==> src/rtl/vga_pkg.sv <==
// VGA mode description shared by the timing generator and its comparator.
// Holds the two supported modes and helpers that derive the last pixel/line index.
package vga_pkg;

    localparam int FLD_W = 12;

    typedef struct packed {
        logic [FLD_W-1:0] h_active;
        logic [FLD_W-1:0] h_fp;
        logic [FLD_W-1:0] h_sync;
        logic [FLD_W-1:0] h_bp;
        logic [FLD_W-1:0] v_active;
        logic [FLD_W-1:0] v_fp;
        logic [FLD_W-1:0] v_sync;
        logic [FLD_W-1:0] v_bp;
        logic             h_pol;   // 1 = sync pulse is high
        logic             v_pol;
    } vga_mode_t;

    localparam vga_mode_t MODE_1024x768 = '{
        h_active: 12'd1024, h_fp: 12'd24, h_sync: 12'd136, h_bp: 12'd160,
        v_active: 12'd768,  v_fp: 12'd3,  v_sync: 12'd6,   v_bp: 12'd29,
        h_pol: 1'b0, v_pol: 1'b0
    };

    localparam vga_mode_t MODE_800x600 = '{
        h_active: 12'd800, h_fp: 12'd40, h_sync: 12'd128, h_bp: 12'd88,
        v_active: 12'd600, v_fp: 12'd1,  v_sync: 12'd4,   v_bp: 12'd23,
        h_pol: 1'b1, v_pol: 1'b1
    };

    function automatic logic [FLD_W-1:0] h_last(input vga_mode_t m);
        return m.h_active + m.h_fp + m.h_sync + m.h_bp - 12'd1;
    endfunction

    function automatic logic [FLD_W-1:0] v_last(input vga_mode_t m);
        return m.v_active + m.v_fp + m.v_sync + m.v_bp - 12'd1;
    endfunction

endpackage

==> src/rtl/vga_sync_gen.sv <==
// Combinational comparator for one axis: maps a count and the mode's
// active/front-porch/sync widths and polarity to blank, sync and display-enable.
module vga_sync_gen #(
    parameter int W = 11
) (
    input  logic [W-1:0] count,
    input  logic [W-1:0] active,
    input  logic [W-1:0] fp,
    input  logic [W-1:0] sync_len,
    input  logic         pol,
    output logic         blnk,
    output logic         pulse,
    output logic         de
);

    logic [W:0] win_start;
    logic [W:0] win_end;

    // One extra bit so the window end cannot wrap for any legal mode.
    always_comb begin
        win_start = {1'b0, active} + {1'b0, fp};
        win_end   = win_start + {1'b0, sync_len};
        blnk      = (count >= active);
        pulse     = (({1'b0, count} >= win_start) && ({1'b0, count} < win_end)) ? pol : ~pol;
        de        = ~blnk;
    end

endmodule

==> src/rtl/vga_timing_multi.sv <==
// Two-mode VGA timing generator (1024x768 / 800x600) with frame-aligned mode switching.
// Define VGA_TIMING_FRAME_CNT_EN to build the frame counter; otherwise frame_cnt is tied to 0.
module vga_timing_multi
    import vga_pkg::*;
#(
    parameter int CNT_W = 11,
    parameter int FRM_W = 16
) (
    input  logic             clk,
    input  logic             rst,
    input  logic             mode_sel,
    output logic             mode_act,
    output logic [CNT_W-1:0] hcount,
    output logic [CNT_W-1:0] vcount,
    output logic             hsync,
    output logic             vsync,
    output logic             hblnk,
    output logic             vblnk,
    output logic             de,
    output logic             frame_start,
    output logic [FRM_W-1:0] frame_cnt
);

    logic [CNT_W-1:0] h_nxt;
    logic [CNT_W-1:0] v_nxt;
    logic             mode_nxt;
    logic             frame_wrap;
    logic             h_blnk_n, h_sync_n, h_de_n;
    logic             v_blnk_n, v_sync_n, v_de_n;

    // Next position; mode_sel is only looked at on the last pixel of a frame.
    always_comb begin
        h_nxt      = hcount + CNT_W'(1);
        v_nxt      = vcount;
        mode_nxt   = mode_act;
        frame_wrap = 1'b0;
        if (hcount == CNT_W'(mode_act ? h_last(MODE_800x600) : h_last(MODE_1024x768))) begin
            h_nxt = '0;
            if (vcount == CNT_W'(mode_act ? v_last(MODE_800x600) : v_last(MODE_1024x768))) begin
                v_nxt      = '0;
                mode_nxt   = mode_sel;
                frame_wrap = 1'b1;
            end else begin
                v_nxt = vcount + CNT_W'(1);
            end
        end
    end

    // Decode the next position so every registered output lines up with hcount/vcount.
    vga_sync_gen #(.W(CNT_W)) u_hgen (
        .count    (h_nxt),
        .active   (CNT_W'(mode_nxt ? MODE_800x600.h_active : MODE_1024x768.h_active)),
        .fp       (CNT_W'(mode_nxt ? MODE_800x600.h_fp     : MODE_1024x768.h_fp)),
        .sync_len (CNT_W'(mode_nxt ? MODE_800x600.h_sync   : MODE_1024x768.h_sync)),
        .pol      (mode_nxt ? MODE_800x600.h_pol : MODE_1024x768.h_pol),
        .blnk     (h_blnk_n),
        .pulse    (h_sync_n),
        .de       (h_de_n)
    );

    vga_sync_gen #(.W(CNT_W)) u_vgen (
        .count    (v_nxt),
        .active   (CNT_W'(mode_nxt ? MODE_800x600.v_active : MODE_1024x768.v_active)),
        .fp       (CNT_W'(mode_nxt ? MODE_800x600.v_fp     : MODE_1024x768.v_fp)),
        .sync_len (CNT_W'(mode_nxt ? MODE_800x600.v_sync   : MODE_1024x768.v_sync)),
        .pol      (mode_nxt ? MODE_800x600.v_pol : MODE_1024x768.v_pol),
        .blnk     (v_blnk_n),
        .pulse    (v_sync_n),
        .de       (v_de_n)
    );

    always_ff @(posedge clk or posedge rst) begin
        if (rst) begin
            hcount      <= '0;
            vcount      <= '0;
            mode_act    <= 1'b0;
            hsync       <= 1'b1;
            vsync       <= 1'b1;
            hblnk       <= 1'b0;
            vblnk       <= 1'b0;
            de          <= 1'b1;
            frame_start <= 1'b0;
        end else begin
            hcount      <= h_nxt;
            vcount      <= v_nxt;
            mode_act    <= mode_nxt;
            hsync       <= h_sync_n;
            vsync       <= v_sync_n;
            hblnk       <= h_blnk_n;
            vblnk       <= v_blnk_n;
            de          <= h_de_n & v_de_n;
            frame_start <= frame_wrap;
        end
    end

`ifdef VGA_TIMING_FRAME_CNT_EN
    always_ff @(posedge clk or posedge rst) begin
        if (rst) begin
            frame_cnt <= '0;
        end else if (frame_wrap) begin
            frame_cnt <= frame_cnt + FRM_W'(1);
        end
    end
`else
    assign frame_cnt = '0;
`endif

endmodule

==> config.mk <==
export PLATFORM = sky130hd
export DESIGN_NAME = vga_timing_multi
export DESIGN_NICKNAME = d
export VERILOG_FILES = /design/src/rtl/vga_pkg.sv /design/src/rtl/vga_sync_gen.sv /design/src/rtl/vga_timing_multi.sv
export SDC_FILE = /design/constraint.sdc
export NUM_CORES = 1
export LEC_CHECK = 0
export ABC_AREA = 1
export BUFFER_PORTS_ARGS = -buffer_cell sky130_fd_sc_hd__buf_4
export CORE_MARGIN = 2
export CORE_UTILIZATION = 60
export DETAILED_ROUTE_END_ITERATION = 8
export GPL_TIMING_DRIVEN = 0
export HOLD_SLACK_MARGIN = 0.08
export PLACE_DENSITY = 0.89
export SLEW_MARGIN = 40
export SYNTH_ARGS = -nofsm -noshare
export SYNTH_HDL_FRONTEND = slang
export SYNTH_SLANG_ARGS = --single-unit
==> constraint.sdc <==
create_clock -name clk -period 4.8 [get_ports clk]
set_input_delay 0.48 -clock clk [delete_from_list [all_inputs] [get_ports clk]]
set_output_delay 0.48 -clock clk [all_outputs]
set_load 0.02 [all_outputs]
# ---- Word level (Yosys, flattened, before mapping)
# Index checks and enable logic that the tools add are counted.
# W data, S select, Z words.
dict set report op_classes {
  n_div 0
  bitwise_logic 4
  muxes 18
  magnitude_cmp 6
  n_addsub 6
  multipliers 0
  n_eq_ne 2
  shifts 0
  reduce_logical 2
}
# cell n
set op_table {}
lappend op_table {{$mux W11} 4}
lappend op_table {{$mux W9} 3}
lappend op_table {{$ge A11 B12 Y1} 2}
lappend op_table {{$lt A11 B12 Y1} 2}
lappend op_table {{$add A11 B1 Y11 const B} 2}
lappend op_table {{$add A11 B6 Y12} 1}
lappend op_table {{$add A12 B3 Y12} 1}
lappend op_table {{$add A12 B8 Y12} 1}
lappend op_table {{$add A10 B2 Y11} 1}
lappend op_table {{$eq A11 B10 Y1} 1}
lappend op_table {{$eq A11 B11 Y1} 1}
lappend op_table {{$ge A11 B10 Y1} 1}
lappend op_table {{$ge A11 B11 Y1} 1}
lappend op_table {{$mux W1} 7}
lappend op_table {{$mux W6} 1}
lappend op_table {{$mux W2} 2}
lappend op_table {{$mux W4} 1}
lappend op_table {{$not A1 Y1} 3}
lappend op_table {{$logic_and A1 B1 Y1} 2}
lappend op_table {{$and A1 B1 Y1} 1}
dict set report totals {
  ram_bits 0
  rom_bits 0
  memories 0
  inputBits 3
  reg_bits 29
  wordCells 47
  latchBits 0
}

# ---- Depth between registers and ports, before layout
dict set report depth {
  depth_word 10
  ltp_mapped 21
  depth_no_buf 20
}

# ---- Hierarchy
# Synthesis repeated with hierarchy kept, for this count alone.
dict set report unflattened {
  hier_cells 828
  hier_area_um2 5612.9
}
# module instances seq_area_each_um2 cells_each area_per_inst_um2
set modules_own_cells {}
lappend modules_own_cells {vga_sync_gen 2 0.0 280 1845.5}
lappend modules_own_cells {vga_timing_multi 1 729.4 268 1921.8}

# ---- Worst setup path before layout
# Ideal clock, no wire load.
dict set report synth_path {
  kind {flip-flop to flip-flop}
  startpoint {register hcount[0]}
  endpoint {register vsync}
  synth_period_minus_slack_ns 2.667
  setup_slack_ns 2.133
  arrival_ns 2.591
  required_ns 4.724
  setup_time_ns 0.076
  stages_incl_launch_ff 20
  cell_sequence {dfrtp_1 > ha_1 > nand3_2 > nor2_2 > nand2_1 > nor2_2 > buf_6 > nand4_1 > o31ai_1 > nor2_1 > ha_1 > nand2_1 > inv_1 > nand3_1 > nor2_1 > nand2_2 > nor2_2 > nand3_1 > nand2_1 > nand2_1}
}
dict set report synth_between {
  word_cells_on_any_way 14
  classes_between {add/sub: 2; order compare: 2; eq/ne: 1; mux: 7; bitwise: 1; reduce/logical: 1}
}
# item line
set synth_lines {}
lappend synth_lines {{from (decl)} vga_timing_multi.sv:13} ;# output logic [CNT_W-1:0] hcount,
lappend synth_lines {{from (signal assigned)} vga_timing_multi.sv:84} ;# hcount <= h_nxt;
lappend synth_lines {{$eq A11 B11 Y1 *} vga_timing_multi.sv:37} ;# if (hcount == CNT_W'(mode_act ? h_last(MODE_800x600) : h_last(MODE_1024x768))) begin
lappend synth_lines {{$mux W11 *} vga_timing_multi.sv:37}
lappend synth_lines {{net u_vgen.count[6]} vga_sync_gen.sv:6} ;# input logic [W-1:0] count,
lappend synth_lines {{$ge A11 B12 Y1 or $lt A11 B12 Y1 (tied branches)} vga_sync_gen.sv:24} ;# pulse = (({1'b0, count} >= win_start) && ({1'b0, count} < win_end)) ? pol : ~pol;
lappend synth_lines {{$logic_and A1 B1 Y1 *} vga_sync_gen.sv:24}
lappend synth_lines {{$mux W1 *} vga_sync_gen.sv:24}
lappend synth_lines {{net u_vgen.pulse} vga_sync_gen.sv:12} ;# output logic pulse,
lappend synth_lines {{to (signal assigned)} vga_timing_multi.sv:88} ;# vsync <= v_sync_n;
lappend synth_lines {{to (decl)} vga_timing_multi.sv:16} ;# output logic vsync,
# The timed path passes the listed nets; every way through them passes the cells marked *.

# ---- Final worst setup path
# Ends and elaborated chain as after synthesis.

==> impl_metrics.csv <==
group,metric,value,unit
status,status,"finished, final reports clean",
sta,min_period_over_period,64.65,%
global_route,grtUsageMet3,6.757,%
place,dp_hpwl,4.575,mm
floorplan,io_pins,48,
critical_path,r2r-end,"vsync",
logic_synthesis,yosysWarnings,0,
sta,fin_skew,7.049,ps
cts,cts.sinks,29,
floorplan,dieArea,0.004458,mm2
place,dp.cells,444,
routing,drtIter0Drc,276,
power_and_ir_drop,vdd_ir_drop_max,0.1966,mV
floorplan,die_h,66.77,um
routing,wire_per_inst,13.12,um
routing,dr_total_vias,2419,
job,cap_violations,0,
global_route,grt_use_met2,46.13,%
logic_synthesis,synth_area_per_cell,6.753,um2
cells_and_area,drive_gt1_share,19.55,%
cts,clockBufferDepth,2,
cells_and_area,fillCellCount,310,
cells_and_area,diodes,0,
cells_and_area,nets,420,
cts,cts_root_buf,"clkbuf_8",
cts,path_clk_slew,70,ps
logic_synthesis,ys_types,34,
critical_path,cp.required,5020,ps
logic_synthesis,synth.area.mux_share,0,%
sta,fmax,322.3,MHz
critical_path,end_kind,"flop",
sta,rsz0062_at_grt,"no",
cts,tritoncts,"done",
cts,postCtsHoldBufs,0,
cells_and_area,layout.cells.non_filler,452,
sta,setup_tns,0,ps
sta,holdWs,276.1,ps
cells_and_area,syn_to_final_growth,18.58,%
global_route,grt_usage,29.51,%
power_and_ir_drop,powerDensity,173.3,mW/mm2
global_route,grtUsageMet1,39.64,%
routing,dr.pass1.iters,6,
critical_path,cp_max_fo,8,
routing,drc,0,
critical_path,cp-start-kind,"flop",
floorplan,start_util,63.60,%
critical_path,reg2reg_slack,1700,ps
logic_synthesis,synth_compound_area_share,5.717,%
floorplan,fp.dieW,66.77,um
routing,drtAntennaViolNets,0,
logic_synthesis,synth_xor_area_share,1.112,%
logic_synthesis,synth_simple_gate_area_share,38.80,%
sta,relSlewSlack,57.88,%
logic_synthesis,synthCells,350,
critical_path,path_class,"reg2reg",
sta,worstMarginPinSlew,630.9,ps
routing,wl,5.928,mm
cts,cts_max_level,2,
cts,clk_latency,290,ps
place,port_buffers,31,
worst_hold_path,hold_path.class,"in2async",
critical_path,rr_startpoint,"hcount[0]",
global_route,antenna_found_initial,0,
floorplan,core_area,0.003716,mm2
global_route,top_usage_layer,"met2",
logic_synthesis,syn_area,0.002364,mm2
global_route,grt_pass1_wl,9.804,mm
cts,cts_resized,0,
global_route,grt.overflow.total,0,
logic_synthesis,ys_ff_latch,29,
power_and_ir_drop,p_leak,1.582,nW
global_route,grt_start_max_net_pins,30,
global_route,grt_pass1_vias,2161,
critical_path,crit_arrival,3330,ps
floorplan,rows,22,
logic_synthesis,synthAdderAreaFrac,7.411,%
sta,finalSetupViolations,0,
critical_path,ff2ff_path_depth,16,
place,globalplace.congestion,0.9010,
logic_synthesis,synth_top_family_by_area,"simple AND/OR/NAND/NOR gates",
logic_synthesis,seq_area_frac_synth,30.86,%
place,preCtsSetupSlack,1754,ps
sta,slew_viol_final,0,
routing,drt-vias-per-instance,5.352,
sta,setup_slack,1697,ps
cts,numCtsBuffers,5,
cts,cts_setup_buffers,0,
sta,min_period,3103,ps
sta,hold_viol_final,0,
-- worst max-delay path, stage by stage, from the launching register on --
cell and delay [ps]:
dfrtp_1 460, ha_1 280, nand4_1 230, nor2_1 340, nand4_1 140, inv_1 140, nand3_1 80, a221oi_1 440
ha_1 330, nand3_1 130, nor2_4 50, nand2_2 80, clkinv_1 80, nand2_1 90, nand3_1 70, nand2_1 60
nand2_1 50
-- routing by layer --
metal | part of all wire (%) | wire length [um]
met1 | 42 | 2506
met2 | 45 | 2676
met3 | 11 | 623
met4 | 2.0 | 121
met5 | 0 | 0
-- cells in the mapped netlist (all sizes together) --
library cell / count / area share, %
conb: 1 / 0.16
nand3b: 2 / 0.64
buf: 20 / 6.2
nand2: 90 / 15
or2: 1 / 0.26
o21ai: 5 / 1.1
nor3: 6 / 1.5
o21bai: 4 / 1.3
a31oi: 1 / 0.26
o31ai: 1 / 0.32
a221oi: 1 / 0.37
a21oi: 10 / 2.1
nor2: 41 / 7.3
dfrtp: 26 / 28
nand4: 15 / 4.0
inv: 58 / 9.2
clkbuf: 2 / 0.37
clkinv: 1 / 0.16
dfstp: 3 / 3.3
nand3: 44 / 10
a211oi: 1 / 0.32
ha: 14 / 7.4
xor2: 3 / 1.1
-- final cells by class --
type / instances / area, um2 / share of cell area [%]
clock buffers: 8 / 90.09 / 3.214
plain buffers: 22 / 155.1 / 5.536
multi-input cells: 255 / 1314 / 46.87
flip-flops and latches: 29 / 729.5 / 26.03
well taps: 48 / 60.06 / 2.143
repair buffers: 31 / 232.7 / 8.304
inverters: 59 / 221.5 / 7.902
-- state kept, by name, indices dropped and copies added (netlist names) --
register and cells:
hcount 11, vcount 11, de 1, frame_start 1, hblnk 1, hsync 1, mode_act 1, vblnk 1
vsync 1
-- cells in the final DEF, fill, tap and decap left out, drive strengths merged, types with 5 or more instances in the layout --
master  instances
conb           16
o21ai           5
a21oi          10
nand4          15
buf            51
clkbuf         10
ha             14
nand2          90
nor2           41
nand3          44
nor3            6
dfrtp          26
inv            58
-- logic make-up after synthesis --
| group | Yosys count |
|---|---|
| fa+ha+maj | 14 |
| simple gates | 199 |
| buf+inv | 81 |
| xor+xnor | 3 |
| flops | 29 |
| compound gates | 23 |
| other cells | 1 |
-- per-stage QoR --
step / instance area (um2) / power, mW / util [%]
after floorplan: 2420 / 0.2736 / -
after global placement: 2713 / 0.2763 / 73.00
after detailed placement: 2713 / 0.2765 / 73.00
after CTS: 2803 / 0.4892 / 75.42
after global routing: 2803 / 0.5019 / 75.42
final: 2803 / 0.4857 / 75.42
-- worst max path at each step --
stage / start / cells past startpoint / slack (ps) / end
2_1_floorplan: hcount[0] / 19 / 2130 / vsync
3_3_place_gp: hcount[0] / 16 / 1810 / vsync
3_5_place_dp: hcount[0] / 16 / 1750 / vsync
4_1_cts: hcount[0] / 15 / 1730 / de
5_1_grt: hcount[0] / 15 / 1450 / de
6_report: hcount[0] / 16 / 1700 / vsync
-- report_power, final --
part           switching, mW  internal [mW]  total (mW)
combinational         0.0179        0.00984      0.0278
sequential                 0          0.245       0.245
clock                 0.0966          0.117       0.213
No activity file was read; power rests on OpenSTA's default activity.
